==> config.mk <==
export PLATFORM = sky130hd
export DESIGN_NAME = spi_flash_responder
export DESIGN_NICKNAME = d
export VERILOG_FILES = /design/src/rtl/spi_flash_responder_pkg.sv /design/src/rtl/spi_flash_responder_in_sync.sv /design/src/rtl/spi_flash_responder.sv
export SDC_FILE = /design/constraint.sdc
export NUM_CORES = 1
export LEC_CHECK = 0
export CAP_MARGIN = 20
export CORE_AREA = 2 2 80 98
export DETAILED_ROUTE_END_ITERATION = 7
export DIE_AREA = 0 0 82 100
export PLACE_DENSITY = 0.84
export SYNTH_ARGS = -nofsm -noshare
export SYNTH_HDL_FRONTEND = slang
export SYNTH_SLANG_ARGS = --single-unit
==> constraint.sdc <==
create_clock -name clk -period 6.15 [get_ports clk]
set_clock_uncertainty 0.15 [all_clocks]
set_input_delay 1.23 -clock clk [delete_from_list [all_inputs] [get_ports clk]]
set_output_delay 1.23 -clock clk [all_outputs]
set_load 0.02 [all_outputs]
==> src/rtl/spi_flash_responder_pkg.sv <==
// Shared types and constants for the SPI flash responder model.
// Holds the controller state encoding and the command/address frame sizes.
package spi_flash_responder_pkg;

  typedef enum logic [2:0] {
    IDLE   = 3'd0,
    CMD    = 3'd1,
    ADDR   = 3'd2,
    DATA   = 3'd3,
    IGNORE = 3'd4
  } state_t;

  localparam logic [7:0] READ_CMD_DEF = 8'h03;
  localparam int         CMD_BITS     = 8;
  localparam int         ADDR_BITS    = 24;

endpackage

==> src/rtl/spi_flash_responder_in_sync.sv <==
// Oversampling front end: synchronises spi_clk, csb and mosi into clk and
// derives single-cycle SCLK rise/fall and CSB fall events.
module spi_in_sync #(
  parameter int SYNC_STAGES = 2
) (
  input  logic clk,
  input  logic rst,
  input  logic spi_clk,
  input  logic csb,
  input  logic mosi,
  output logic clk_rise,
  output logic clk_fall,
  output logic csb_s,
  output logic csb_fall,
  output logic mosi_s
);

  logic [SYNC_STAGES-1:0] clk_sync;
  logic [SYNC_STAGES-1:0] csb_sync;
  logic [SYNC_STAGES-1:0] mosi_sync;
  logic [SYNC_STAGES-1:0] vld;
  logic                   clk_d;
  logic                   csb_d;

  // Synchroniser chains plus the edge-detect flops; vld marks a chain filled
  // with real pin samples so a CSB already low at reset release is no fall.
  always_ff @(posedge clk or posedge rst) begin
    if (rst) begin
      clk_sync  <= '0;
      csb_sync  <= '1;
      mosi_sync <= '0;
      vld       <= '0;
      clk_d     <= 1'b0;
      csb_d     <= 1'b0;
    end else begin
      clk_sync  <= {clk_sync[SYNC_STAGES-2:0], spi_clk};
      csb_sync  <= {csb_sync[SYNC_STAGES-2:0], csb};
      mosi_sync <= {mosi_sync[SYNC_STAGES-2:0], mosi};
      vld       <= {vld[SYNC_STAGES-2:0], 1'b1};
      clk_d     <= clk_sync[SYNC_STAGES-1];
      csb_d     <= csb_sync[SYNC_STAGES-1] & vld[SYNC_STAGES-1];
    end
  end

  assign clk_rise = clk_sync[SYNC_STAGES-1] & ~clk_d;
  assign clk_fall = ~clk_sync[SYNC_STAGES-1] & clk_d;
  assign csb_s    = csb_sync[SYNC_STAGES-1];
  assign csb_fall = csb_d & ~csb_sync[SYNC_STAGES-1];
  assign mosi_s   = mosi_sync[SYNC_STAGES-1];

endmodule

==> src/rtl/spi_flash_responder.sv <==
// SPI mode-0 flash responder: answers READ with a 24-bit address and streams
// bytes MSB-first from a synchronous-read memory, auto-incrementing the address.
module spi_flash_responder
  import spi_flash_responder_pkg::*;
#(
  parameter int         MEM_AW      = 8,
  parameter logic [7:0] READ_CMD    = READ_CMD_DEF,
  parameter int         SYNC_STAGES = 2
) (
  input  logic              clk,
  input  logic              rst,
  input  logic              spi_clk,
  input  logic              csb,
  input  logic              mosi,
  output logic              miso,
  output logic              miso_oe,
  output logic [MEM_AW-1:0] mem_addr_o,
  input  logic [7:0]        mem_rdata_i,
  output logic              busy_o,
  output logic              cmd_err_o,
  output logic [15:0]       bytes_sent_o
);

  localparam logic [4:0]        CMD_LAST  = 5'(CMD_BITS - 1);
  localparam logic [4:0]        ADDR_LAST = 5'(ADDR_BITS - 1);
  localparam logic [4:0]        BYTE_LAST = 5'd7;
  localparam logic [MEM_AW-1:0] ADDR_ONE  = MEM_AW'(1);

  logic clk_rise;
  logic clk_fall;
  logic csb_s;
  logic csb_fall;
  logic mosi_s;

  state_t              state, state_n;
  logic [4:0]          bit_cnt, bit_cnt_n;
  logic [CMD_BITS-2:0] cmd_sr, cmd_sr_n;
  logic [MEM_AW-2:0]   addr_sr, addr_sr_n;
  logic [7:0]          tx_sr, tx_sr_n;
  logic [7:0]          nxt_byte, nxt_byte_n;
  logic [MEM_AW-1:0]   mem_addr, mem_addr_n;
  logic [15:0]         bytes_sent, bytes_sent_n;
  logic                busy, busy_n;
  logic                oe, oe_n;
  logic                cmd_err, cmd_err_n;
  logic [1:0]          ld_tx, ld_tx_n;
  logic [1:0]          ld_nxt, ld_nxt_n;
  logic                skip_fall, skip_fall_n;
  logic [7:0]          cmd_full;
  logic [MEM_AW-1:0]   addr_full;

  spi_in_sync #(
    .SYNC_STAGES (SYNC_STAGES)
  ) u_sync (
    .clk      (clk),
    .rst      (rst),
    .spi_clk  (spi_clk),
    .csb      (csb),
    .mosi     (mosi),
    .clk_rise (clk_rise),
    .clk_fall (clk_fall),
    .csb_s    (csb_s),
    .csb_fall (csb_fall),
    .mosi_s   (mosi_s)
  );

  // Only the address bits that can reach the memory are kept.
  assign cmd_full  = {cmd_sr, mosi_s};
  assign addr_full = {addr_sr, mosi_s};

  // State register.
  always_ff @(posedge clk or posedge rst) begin
    if (rst) begin
      state <= IDLE;
    end else begin
      state <= state_n;
    end
  end

  // Datapath registers; every output is driven straight from one of these.
  always_ff @(posedge clk or posedge rst) begin
    if (rst) begin
      bit_cnt    <= 5'd0;
      cmd_sr     <= '0;
      addr_sr    <= '0;
      tx_sr      <= 8'h00;
      nxt_byte   <= 8'h00;
      mem_addr   <= '0;
      bytes_sent <= 16'h0000;
      busy       <= 1'b0;
      oe         <= 1'b0;
      cmd_err    <= 1'b0;
      ld_tx      <= 2'b00;
      ld_nxt     <= 2'b00;
      skip_fall  <= 1'b0;
    end else begin
      bit_cnt    <= bit_cnt_n;
      cmd_sr     <= cmd_sr_n;
      addr_sr    <= addr_sr_n;
      tx_sr      <= tx_sr_n;
      nxt_byte   <= nxt_byte_n;
      mem_addr   <= mem_addr_n;
      bytes_sent <= bytes_sent_n;
      busy       <= busy_n;
      oe         <= oe_n;
      cmd_err    <= cmd_err_n;
      ld_tx      <= ld_tx_n;
      ld_nxt     <= ld_nxt_n;
      skip_fall  <= skip_fall_n;
    end
  end

  // Next-state and datapath logic; ld_tx/ld_nxt are two-clk fetch delays
  // covering the one-clk memory read latency plus the registered address.
  always_comb begin
    state_n      = state;
    bit_cnt_n    = bit_cnt;
    cmd_sr_n     = cmd_sr;
    addr_sr_n    = addr_sr;
    tx_sr_n      = tx_sr;
    nxt_byte_n   = nxt_byte;
    mem_addr_n   = mem_addr;
    bytes_sent_n = bytes_sent;
    busy_n       = busy;
    oe_n         = oe;
    cmd_err_n    = 1'b0;
    ld_tx_n      = {ld_tx[0], 1'b0};
    ld_nxt_n     = {ld_nxt[0], 1'b0};
    skip_fall_n  = skip_fall;

    case (state)
      IDLE: begin
        if (csb_fall) begin
          state_n      = CMD;
          bit_cnt_n    = 5'd0;
          cmd_sr_n     = '0;
          addr_sr_n    = '0;
          tx_sr_n      = 8'h00;
          bytes_sent_n = 16'h0000;
          busy_n       = 1'b1;
          oe_n         = 1'b1;
        end else begin
          state_n = IDLE;
        end
      end
      CMD: begin
        if (clk_rise) begin
          cmd_sr_n = cmd_full[CMD_BITS-2:0];
          if (bit_cnt == CMD_LAST) begin
            bit_cnt_n = 5'd0;
            if (cmd_full == READ_CMD) begin
              state_n = ADDR;
            end else begin
              state_n   = IGNORE;
              cmd_err_n = 1'b1;
            end
          end else begin
            bit_cnt_n = bit_cnt + 5'd1;
          end
        end else begin
          state_n = CMD;
        end
      end
      ADDR: begin
        if (clk_rise) begin
          addr_sr_n = addr_full[MEM_AW-2:0];
          if (bit_cnt == ADDR_LAST) begin
            bit_cnt_n   = 5'd0;
            mem_addr_n  = addr_full;
            ld_tx_n[0]  = 1'b1;
            skip_fall_n = 1'b1;
            state_n     = DATA;
          end else begin
            bit_cnt_n = bit_cnt + 5'd1;
          end
        end else begin
          state_n = ADDR;
        end
      end
      DATA: begin
        if (ld_tx[1]) begin
          tx_sr_n     = mem_rdata_i;
          mem_addr_n  = mem_addr + ADDR_ONE;
          ld_nxt_n[0] = 1'b1;
        end else begin
          tx_sr_n = tx_sr;
        end
        if (ld_nxt[1]) begin
          nxt_byte_n = mem_rdata_i;
        end else begin
          nxt_byte_n = nxt_byte;
        end
        // The fall right after the last address bit must not disturb bit 7.
        if (clk_fall) begin
          if (skip_fall) begin
            skip_fall_n = 1'b0;
          end else if (bit_cnt == BYTE_LAST) begin
            bit_cnt_n    = 5'd0;
            tx_sr_n      = nxt_byte;
            mem_addr_n   = mem_addr + ADDR_ONE;
            ld_nxt_n[0]  = 1'b1;
            bytes_sent_n = (bytes_sent == 16'hFFFF) ? bytes_sent : bytes_sent + 16'd1;
          end else begin
            bit_cnt_n = bit_cnt + 5'd1;
            tx_sr_n   = {tx_sr[6:0], 1'b0};
          end
        end else begin
          state_n = DATA;
        end
      end
      IGNORE: begin
        tx_sr_n = 8'h00;
      end
      default: begin
        state_n = IDLE;
      end
    endcase

    // CSB deselect beats any simultaneous SCLK event; partial frames vanish.
    if (csb_s && (state != IDLE)) begin
      state_n      = IDLE;
      bit_cnt_n    = 5'd0;
      tx_sr_n      = 8'h00;
      mem_addr_n   = mem_addr;
      bytes_sent_n = bytes_sent;
      busy_n       = 1'b0;
      oe_n         = 1'b0;
      cmd_err_n    = 1'b0;
      ld_tx_n      = 2'b00;
      ld_nxt_n     = 2'b00;
      skip_fall_n  = 1'b0;
    end else begin
      busy_n = busy_n;
    end
  end

  assign miso         = tx_sr[7];
  assign miso_oe      = oe;
  assign mem_addr_o   = mem_addr;
  assign busy_o       = busy;
  assign cmd_err_o    = cmd_err;
  assign bytes_sent_o = bytes_sent;

endmodule

# Word-level counts from Yosys, hierarchy flattened
# Cells that the tools add are included.
word_totals:
  in_bits: 13
  wordCells: 144
  reg_bits: 79
  out_inout_bits: 28
op_classes:
  n_addsub: 3
  n_mux: 66
  eq_ne: 26
  bitwise: 8
  reduce_logical: 22
op_table:
  columns: ["operator", "n"]
  rows:
  - ["$mux 8", 12]
  - ["$mux 16", 5]
  - ["$mux 5", 8]
  - ["$pmux 16 s2", 1]
  - ["$pmux 7 s2", 2]
  - ["$pmux 8 s3", 1]
  - ["$mux 1", 21]
  - ["$mux 3", 7]
  - ["$mux 7", 3]
  - ["$ne 3x3->1 const B", 7]
  - ["$pmux 5 s4", 1]
  - ["$ne 2x2->1 const B", 9]
  - ["$add 16x1->16 const B", 1]
  - ["$eq 16x16->1 const B", 1]
  - ["$pmux 8 s2", 1]
  - ["$pmux 3 s5", 1]
  - ["$reduce_and 4->1", 3]
  - ["$reduce_bool 2->1", 6]
  - ["$add 8x1->8 const B", 1]
  - ["$eq 8x2->1 const B", 1]
  - ["$ne 4x4->1 const B", 2]
  - ["$reduce_and 7->1", 1]
  - ["$eq 3x2->1 const B", 2]
  - ["$reduce_and 2->1", 3]
  - ["16 further kinds", 25]

# Logic depth before layout (Yosys ltp)
# Gate-level depths: netlist of the first run.
logic_depth:
  word_depth: 6
  ltp_mapped: 8

# Modules after synthesis
# A second synthesis of the first run with hierarchy kept.
hier_totals:
  hier_cells: 420
  hier_area_um2: 4045.1
modules_own_cells:
  columns: ["module", "instances", "seq_area_each_um2", "area_each_um2", "cells_per_inst"]
  rows:
  - ["spi_flash_responder", 1, 1726.7, 3754.9, 404]
  - ["spi_in_sync", 1, 252.7, 290.3, 16]

# Worst setup path before layout of the first run
# OpenSTA, ideal clock, no wires.
synth_timing:
  kind: "register to register"
  startpoint: "register bit_cnt[0]"
  endpoint: "register bytes_sent[11], in the netlist bytes_sent_o[11]"
  required_time_ps: 5922
  arrival_time_ps: 1967
  stages_incl_launch_ff: 9
  path_buffers: 2
  slack_ps: 3954
  cell_sequence: "dfrtp_1 ha_1 nand4bb_1 clkbuf_1 o32ai_4 o211ai_2 buf_6 or3_1 a21oi_1"
synth_between:
  elab_chain_len: 3
synth_rtl:
  columns: ["item", "line", "source"]
  rows:
  - ["start: declaration", "spi_flash_responder.sv:36", "logic [4:0] bit_cnt, bit_cnt_n;"]
  - ["start signal: assignment", "spi_flash_responder.sv:97", "bit_cnt <= bit_cnt_n;"]
  - ["$eq 5x3->1", "spi_flash_responder.sv:197", "end else if (bit_cnt == BYTE_LAST) begin"]
  - ["$ne 2x2->1 (no source line)", null, null]
  - ["$reduce_and 7->1 (no source line)", null, null]
  - ["end signal: assignment", "spi_flash_responder.sv:103", "bytes_sent <= bytes_sent_n;"]
  - ["end: declaration", "spi_flash_responder.sv:42", "logic [15:0] bytes_sent, bytes_sent_n;"]
# Every way passes these cells.
# A chain may end at the register's enable or synchronous reset.

# Worst setup path in the final report of the first run
layout_timing:
  startpoint: "register mem_addr[2], in the netlist mem_addr_o[2]"
  endpoint: "output mem_addr_o[2]"
layout_rtl:
  columns: ["item", "line", "source"]
  rows:
  - ["start: declaration", "spi_flash_responder.sv:41", "logic [MEM_AW-1:0] mem_addr, mem_addr_n;"]
  - ["start signal: assignment", "spi_flash_responder.sv:102", "mem_addr <= mem_addr_n;"]
  - ["end: declaration", "spi_flash_responder.sv:17", "output logic [MEM_AW-1:0] mem_addr_o,"]
# No word-level cell between the ends.

==> tab_implementation.tex, run 1 <==
\begin{tabular}{lr}
\hline
Metric & Value \\
\hline
\multicolumn{2}{l}{\textbf{Critical path}} \\
\quad Highest cell delay on the worst timing path & roughly 650 ps \\
\quad Worst endpoint data arrival time & 1490 ps \\
\quad Critical path peak fanout & 7 \\
\quad Capturing point of the worst reg2reg path & bytes\_sent\_o[10] \\
\quad CP required & about 4800 ps \\
\quad FF-to-FF Start & bit\_cnt[0] \\
\quad Critical path endpoint & mem\_addr\_o[2] \\
\quad Critical path's top delay family & buffers and inverters \\
\quad Worst setup path startpoint & mem\_addr\_o[2] \\
\quad Category of the critical setup timing path & reg2out \\
\quad Buf+Inv Stages, Crit Path & 1 \\
\quad Worst Reg-to-Reg Cells & 6 \\
\quad Cell chain of the critical path & clkdlybuf4s50\_1 \\
\quad Cell at the slowest stage of the critical path & sky130\_fd\_sc\_hd\_\_clkdlybuf4s50\_1 \\
\quad Critical Path Sink Type & output pin \\
\quad Number of cells on the critical path & 1 \\
\quad Register-to-register setup slack & 3310 ps \\
\quad Element type at the critical path start & flip-flop \\
\multicolumn{2}{l}{\textbf{Final layout}} \\
\quad Area taken by multi-input logic gates & roughly 1800 um\^{}2 \\
\quad Fraction of layout cells with a size suffix above 1 & 0.0762 \\
\quad Final standard cell utilization of the core & 0.621 \\
\quad Diodes inserted & 0 \\
\quad Net count, final & 444 \\
\quad Register cell area after layout & 1980 um\^{}2 \\
\quad Area grow syn2layout & 16.9\% \\
\quad Number of inserted filler cells in the final layout & 597 \\
\quad Most common library cell in the layout ignoring fill and taps & sky130\_fd\_sc\_hd\_\_dfrtp\_1 \\
\quad Leading cell types in the layout, fill and taps excluded & sky130\_fd\_sc\_hd\_\_dfrtp\_1 (77), sky130\_fd\_sc\_hd\_\_nand2\_1 (52), sky130\_fd\_sc\_hd\_\_clkdlybuf4s50\_1 (40) \\
\multicolumn{2}{l}{\textbf{STA}} \\
\quad Hold Violations, Final & 0 \\
\quad Actual slew at the worst max-slew pin & 967 ps \\
\quad Final period utilization & 0.466 \\
\quad Max-slew headroom at the worst pin & 0.355 \\
\quad Final hold slack & 203 ps \\
\quad Min Tclk post-route & $\sim$2900 ps \\
\quad Total of endpoints with negative setup slack in the final report & 0 \\
\quad RSZ-0062 raised after global routing & false \\
\quad Maximum operating frequency & around 350 MHz \\
\quad Sum Neg Setup Slack & 0 ps \\
\quad Final number of max-transition violations & 0 \\
\multicolumn{2}{l}{\textbf{Detailed routing}} \\
\quad Wire length per cell after detailed routing & 16.0 um \\
\quad Drt pass-1 iters & 4 \\
\quad Post-route antenna net violation count & 0 \\
\quad Number of violations reported at the end of detailed-routing iteration 0 & 228 \\
\quad Number of remaining DRC errors & 0 \\
\quad Wirelength, routed & 8390 um \\
\quad Mean number of vias per cell & 6.07 \\
\quad Total via count after detailed routing & 3,189 \\
\multicolumn{2}{l}{\textbf{Die}} \\
\quad Die Span Y & 100 um \\
\quad Die width & 82 um \\
\quad Cell row count & 35 \\
\quad Die area & 8200 um\^{}2 \\
\quad Std-Cell Core Area & around 7400 um\^{}2 \\
\quad Starting Density & 0.531 \\
\quad I/O pin cnt & between 40 and 50 \\
\multicolumn{2}{l}{\textbf{Placed design}} \\
\quad Placer Congestion & between 0.8 and 0.9 \\
\quad Number of I/O port buffers & 40 \\
\quad Post-DP HPWL & 5590 um \\
\multicolumn{2}{l}{\textbf{Global routing}} \\
\quad Global routing met2 resource utilization & 0.348 \\
\quad Vias in the first global route & 3,020 \\
\quad Remaining Overflow, GRT & 0 \\
\quad Pin count of the biggest net entering global routing & 80 \\
\quad Wire length of the first global-routing pass & $\sim$14,000 um \\
\quad Met1 GRT Util & 0.302 \\
\quad Total routing resource utilization after global routing & 0.220 \\
\quad Antenna violations before repair & 0 \\
\quad Busiest layer in global routing & met2 \\
\quad Global routing usage on met3 & 0.0468 \\
\multicolumn{2}{l}{\textbf{Clock network}} \\
\quad CTS tree & built \\
\quad Clock Root Buffer & sky130\_fd\_sc\_hd\_\_clkbuf\_8 \\
\quad Resized Gates After CTS & 0 \\
\quad TritonCTS Sinks & 79 \\
\quad Setup repair bufs after CTS & 0 \\
\quad Worst-path clk slew & 90 ps \\
\quad Worst skew pair latency & 360 ps \\
\quad Number of H-tree levels & 3 \\
\quad Clock tree buffer depth & 2 \\
\quad CTS Hold Buffers Added & 0 \\
\quad Total clock buffers created by CTS & 9 \\
\multicolumn{2}{l}{\textbf{Flow run}} \\
\quad Number of max-cap violations & 0 \\
\multicolumn{2}{l}{\textbf{Status}} \\
\quad Outcome & finished clean \\
\multicolumn{2}{l}{\textbf{Synthesis}} \\
\quad Gate count after technology mapping & between 300 and 400 \\
\quad Yosys warns & 0 \\
\quad Post-synthesis instance area & $\sim$3900 um\^{}2 \\
\quad Post-synth cell types & 60 \\
\quad Share of async-settable or async-resettable flops after synthesis & 1.00 \\
\quad Post-synthesis sequential element count & 79 \\
\quad Number of synthesized flops with an enable pin & 0 \\
\quad Most used DFF post-synth & sky130\_fd\_sc\_hd\_\_dfrtp\_1 \\
\quad Avg Inst Size Synth & 9.92 um\^{}2 \\
\quad Sequential cell area fraction in the yosys report & 0.506 \\
\quad Net count after synthesis & just over 400 \\
\multicolumn{2}{l}{\textbf{Hold path}} \\
\quad Min-delay worst type & reg2reg \\
\multicolumn{2}{l}{\textbf{Power and ir drop}} \\
\quad Peak supply drop & 197 uV \\
\quad P per Cell Area & 278 nW/um\^{}2 \\
\quad Leakage power total & 1.93 nW \\
\hline
\end{tabular}
flip-flops by register name, summed over array words and instances, names as in the netlist:
register          count
u_sync.mosi_sync      2
bytes_sent_o         16
ld_tx                 2
addr_sr               7
bit_cnt               5
u_sync.csb_sync       2
ld_nxt                2
mem_addr_o            8
u_sync.clk_d          1
miso_oe               1
u_sync.csb_d          1
tx_sr                 8
u_sync.clk_sync       2
cmd_err_o             1
state                 3
nxt_byte              8
u_sync.vld            2
cmd_sr                7
skip_fall             1
cells by family (layout without fill, tap and decap cells):
family                   after synthesis  count (layout)  share of synthesized area
other                                  1               1                   0.000959
adder cells (fa/ha/maj)                3               3                    0.00960
AO/OA/AOI/OAI                        101             101                      0.184
AND/OR/NAND/NOR                      161             161                      0.214
flip-flops                            79              79                      0.506
XOR/XNOR                               2               2                    0.00448
multiplexers                          17              17                     0.0464
buffers and inverters                 30              69                     0.0342
worst min path at each step:
stage                              from             endpoint  slack (ps)  depth (start not counted)
detailed placement  u_sync.mosi_sync[0]  u_sync.mosi_sync[1]         190                          0
global placement    u_sync.mosi_sync[0]  u_sync.mosi_sync[1]         180                          0
floorplan            u_sync.clk_sync[0]   u_sync.clk_sync[1]         180                          0
CTS                 u_sync.mosi_sync[0]  u_sync.mosi_sync[1]         210                          0
finish                    u_sync.vld[0]        u_sync.vld[1]         200                          0
global route        u_sync.mosi_sync[0]  u_sync.mosi_sync[1]         210                          0
through the flow:
stage | total power [W] | worst slack (ps) | cells | instance area [um^2]
after detailed placement | 0.000847 | 3330 | 508 | 4340
after floorplan | 0.000765 | 2750 | 394 | 3910
after CTS | 0.00127 | 3280 | 524 | 4570
final | 0.00127 | 3280 | 525 | 4570
after global routing | 0.00132 | 3090 | 525 | 4570
after global placement | 0.000840 | 3440 | 508 | 4340
power breakdown:
group	switching [W]	internal [W]
clock	0.000192	0.000240
combinational	0.000122	0.000102
sequential	0.0000507	0.000563
total	0.000365	0.000905
cells in the mapped netlist (5+ instances only):
cell	count	area, um^2
sky130_fd_sc_hd__inv_1	10	37.5
sky130_fd_sc_hd__or3_1	7	43.8
sky130_fd_sc_hd__o21ai_0	25	125
sky130_fd_sc_hd__mux2_2	9	101
sky130_fd_sc_hd__o22a_1	7	61.3
sky130_fd_sc_hd__nor3_1	5	25.0
sky130_fd_sc_hd__dfrtp_1	77	1930
sky130_fd_sc_hd__a21oi_1	22	110
sky130_fd_sc_hd__clkbuf_1	15	56.3
sky130_fd_sc_hd__nand2_1	52	195
sky130_fd_sc_hd__a22o_1	9	78.8
sky130_fd_sc_hd__mux2i_1	8	80.1
sky130_fd_sc_hd__nor2_1	16	60.1
sky130_fd_sc_hd__nand4_1	5	31.3
sky130_fd_sc_hd__nand3_1	37	185
sky130_fd_sc_hd__nand2b_1	6	37.5
sky130_fd_sc_hd__a32o_1	7	70.1
layout make-up:
class	count	share of cell area
tap	92	0.0252
clock inverter	5	0.0178
clock buffer	11	0.0309
multi-input combinational	285	0.393
timing repair buffer	43	0.0920
inverter	10	0.00821
sequential	79	0.433
routing by layer:
layer	share of wire	up-vias	wire length (um)
li1	-	1525	-
met1	0.46	1567	3830
met2	0.48	89	4030
met3	0.050	8	420
met4	0.013	0	112
met5	0	-	0
Power figures use the tool's default switching activity.
==> run 2, diff against run 1 <==
Settings changed: CORE_AREA 2 2 80 98 to 2 2 83 101, DIE_AREA 0 0 82 100 to 0 0 85 103, PLACE_DENSITY 0.84 to 0.83.
Clock period 6.15 ns to 2.52 ns, I/O delays scaled along.
==> tab_implementation.tex, run 2 (synthesized netlist as in run 1, its figures left out) <==
\begin{tabular}{lr}
\hline
Metric & Value \\
\hline
\multicolumn{2}{l}{\textbf{Status}} \\
\quad Outcome & finished clean \\
\multicolumn{2}{l}{\textbf{Flow run}} \\
\quad Number of max-cap violations & 0 (unchanged) \\
\multicolumn{2}{l}{\textbf{Final layout}} \\
\quad Post-route non-filler standard cell count & 544 (+3.6\%) \\
\quad Leading cell types in the layout, fill and taps excluded & sky130\_fd\_sc\_hd\_\_dfrtp\_1 (77), sky130\_fd\_sc\_hd\_\_nand2\_1 (52), sky130\_fd\_sc\_hd\_\_clkdlybuf4s50\_1 (40) \\
\quad Most common library cell in the layout ignoring fill and taps & sky130\_fd\_sc\_hd\_\_dfrtp\_1 \\
\quad Flip-flop count of the largest register after layout & 16 (unchanged) \\
\quad Fraction of layout cells with a size suffix above 1 & 0.111 (+0.0351) \\
\quad Net count, final & 460 (+3.6\%) \\
\quad Area grow syn2layout & 20.6\% \\
\quad Final standard cell utilization of the core & 0.598 (-0.0230) \\
\quad Diodes inserted & 0 (unchanged) \\
\multicolumn{2}{l}{\textbf{STA}} \\
\quad Final period utilization & 0.936 \\
\quad Min Tclk post-route & between 2000 and 2500 ps \\
\quad Sum Neg Setup Slack & 0 ps (unchanged) \\
\quad Maximum operating frequency & approximately 420 MHz \\
\quad Final number of max-transition violations & 0 (unchanged) \\
\quad Max-slew headroom at the worst pin & 0.551 (+0.196) \\
\quad Total of endpoints with negative setup slack in the final report & 0 (unchanged) \\
\quad Hold Violations, Final & 0 (unchanged) \\
\quad Worst Setup Slack, final & 160 ps (-3120 ps) \\
\quad RSZ-0062 raised after global routing & false \\
\quad Actual slew at the worst max-slew pin & 674 ps (-293 ps) \\
\multicolumn{2}{l}{\textbf{Clock network}} \\
\quad CTS Hold Buffers Added & 0 (unchanged) \\
\quad CTS tree & built \\
\quad Worst-path clk slew & 70 ps (-20 ps) \\
\quad TritonCTS Sinks & 79 (unchanged) \\
\quad Total clock buffers created by CTS & 9 (unchanged) \\
\quad Clock Root Buffer & sky130\_fd\_sc\_hd\_\_clkbuf\_8 \\
\quad Worst skew pair latency & 370 ps (about the same) \\
\quad Number of H-tree levels & 3 (unchanged) \\
\quad Clock tree buffer depth & 2 (unchanged) \\
\quad Setup repair bufs after CTS & 0 (unchanged) \\
\multicolumn{2}{l}{\textbf{Placed design}} \\
\quad Number of placed cells counting well taps & 528 (+3.9\%) \\
\quad Number of I/O port buffers & 40 (unchanged) \\
\quad Placer Congestion & 0.974 (+13\%) \\
\quad Post-DP HPWL & 6140 um (+9.8\%) \\
\quad Worst Setup Slack post-DPL & 130 ps (-3200 ps) \\
\multicolumn{2}{l}{\textbf{Critical path}} \\
\quad Critical path peak fanout & 11 (+4) \\
\quad Worst Reg-to-Reg Cells & 5 (-1) \\
\quad FF-to-FF Start & u\_sync.clk\_sync[1] \\
\quad Register-to-register setup slack & 160 ps (-3150 ps) \\
\quad Worst setup path startpoint & u\_sync.clk\_sync[1] \\
\quad Category of the critical setup timing path & reg2reg \\
\quad CP required & 2650 ps (-2120 ps) \\
\quad Critical Path Sink Type & flip-flop \\
\quad Worst endpoint data arrival time & 2490 ps (+1000 ps) \\
\quad Element type at the critical path start & flip-flop \\
\quad Capturing point of the worst reg2reg path & bytes\_sent\_o[15] \\
\multicolumn{2}{l}{\textbf{Global routing}} \\
\quad Pin count of the biggest net entering global routing & 37 (-54\%) \\
\quad Vias in the first global route & 3,262 (+8.0\%) \\
\quad Wire length of the first global-routing pass & 15,200 um (+7.8\%) \\
\quad Remaining Overflow, GRT & 0 (unchanged) \\
\quad Total routing resource utilization after global routing & 0.219 (-0.00127) \\
\quad Antenna violations before repair & 0 (unchanged) \\
\multicolumn{2}{l}{\textbf{Die}} \\
\quad Starting Density & 0.496 (-0.0354) \\
\quad Die Span Y & 103 um (+3.0\%) \\
\quad Std-Cell Core Area & 7880 um\^{}2 (+7.1\%) \\
\quad I/O pin cnt & 41 (unchanged) \\
\quad Cell row count & 36 (+2.9\%) \\
\quad Die area & 8760 um\^{}2 (+6.8\%) \\
\quad Die width & 85 um (+3.7\%) \\
\multicolumn{2}{l}{\textbf{Hold path}} \\
\quad Worst Min Path Start & u\_sync.vld[0] \\
\quad Depth of the worst hold-timing path & 0 (unchanged) \\
\quad Min-delay worst type & reg2reg \\
\quad Worst Hold Endpoint & u\_sync.vld[1] \\
\multicolumn{2}{l}{\textbf{Power and ir drop}} \\
\quad Part of the total power dissipated in sequential elements & 0.485 (+0.002) \\
\quad P per Cell Area & 652 nW/um\^{}2 (+130\%) \\
\quad Internal portion of total power & 0.00218 W (+140\%) \\
\quad Sw power & 0.000895 W (+150\%) \\
\quad Leakage power total & 2.00 nW (+3.7\%) \\
\quad Comb pwr share & 0.188 (+0.011) \\
\quad Fraction of power spent switching nets & 0.291 (+0.00357) \\
\quad Clock network power share & 0.327 (-0.013) \\
\quad Peak supply drop & 439 uV (+120\%) \\
\multicolumn{2}{l}{\textbf{Detailed routing}} \\
\quad Post-route antenna net violation count & 0 (unchanged) \\
\quad Wire length per cell after detailed routing & 16.5 um (+3.3\%) \\
\quad Mean number of vias per cell & 6.06 (-0.32\%) \\
\quad Wirelength, routed & 8980 um (+7.0\%) \\
\quad Total via count after detailed routing & 3,294 (+3.3\%) \\
\quad Drt pass-1 iters & 5 (+1) \\
\quad Number of remaining DRC errors & 0 (unchanged) \\
\quad Number of violations reported at the end of detailed-routing iteration 0 & 240 (+5.3\%) \\
\hline
\end{tabular}
run 2: cell type report:
| cell class | count | area, um^2 |
|---|---|---|
| Timing Repair Buffer | 59 | 556 |
| Tap cell | 95 | 119 |
| Multi-Input combinational cell | 285 | 1810 |
| Fill cell | 663 | 3170 |
| Sequential cell | 79 | 1980 |
| Inverter | 10 | 41.3 |
| Clock buffer | 12 | 165 |
| Clock inverter | 4 | 51.3 |
run 2: power by group through the flow:
stage / Combinational (W) / Clock [W] / Sequential (W)
floorplan: 0.000337 / 0 / 0.00153
global placement: 0.000568 / 0 / 0.00151
detailed placement: 0.000577 / 0 / 0.00151
CTS: 0.000580 / 0.00103 / 0.00149
global route: 0.000633 / 0.00108 / 0.00151
finish: 0.000578 / 0.00101 / 0.00149
run 2: stage by stage:
| step | cell area (um^2) | power, W | hold WS [ps] |
|---|---|---|---|
| floorplan | 3910 | 0.00187 | 181 |
| global placement | 4490 | 0.00207 | 183 |
| detailed placement | 4490 | 0.00209 | 186 |
| CTS | 4710 | 0.00310 | 205 |
| global route | 4720 | 0.00322 | 206 |
| finish | 4720 | 0.00308 | 200 |
run 2: worst max-delay path: stages (launching register included):
cell	delay, ps
sky130_fd_sc_hd__dfrtp_1	450
sky130_fd_sc_hd__or3b_1	440
sky130_fd_sc_hd__o32ai_4	400
sky130_fd_sc_hd__o211ai_4	190
sky130_fd_sc_hd__or4_1	500
sky130_fd_sc_hd__a21oi_1	160
run 2: worst max-delay path by stage:
stage	to	slack [ps]	depth (start not counted)
after global routing	bytes_sent_o[15]	20	6
after floorplan	bytes_sent_o[11]	320	8
after CTS	bytes_sent_o[15]	110	6
after detailed placement	bytes_sent_o[15]	130	6
after global placement	bytes_sent_o[15]	210	6
final	bytes_sent_o[15]	160	5
run 2: routing by layer:
| metal | vias up | global-route usage | routed length [um] |
|---|---|---|---|
| met5 | - | 0 | 0 |
| met1 | 1599 | 0.276 | 3900 |
| met4 | 0 | 0.0916 | 189 |
| li1 | 1550 | - | - |
| met3 | 20 | 0.0520 | 500 |
| met2 | 125 | 0.365 | 4390 |
run 2: timing repair:
action,4_1_cts,5_1_grt
gates resized for setup,0,1
endpoints found under the hold margin,0,0
setup endpoints to repair,0,1
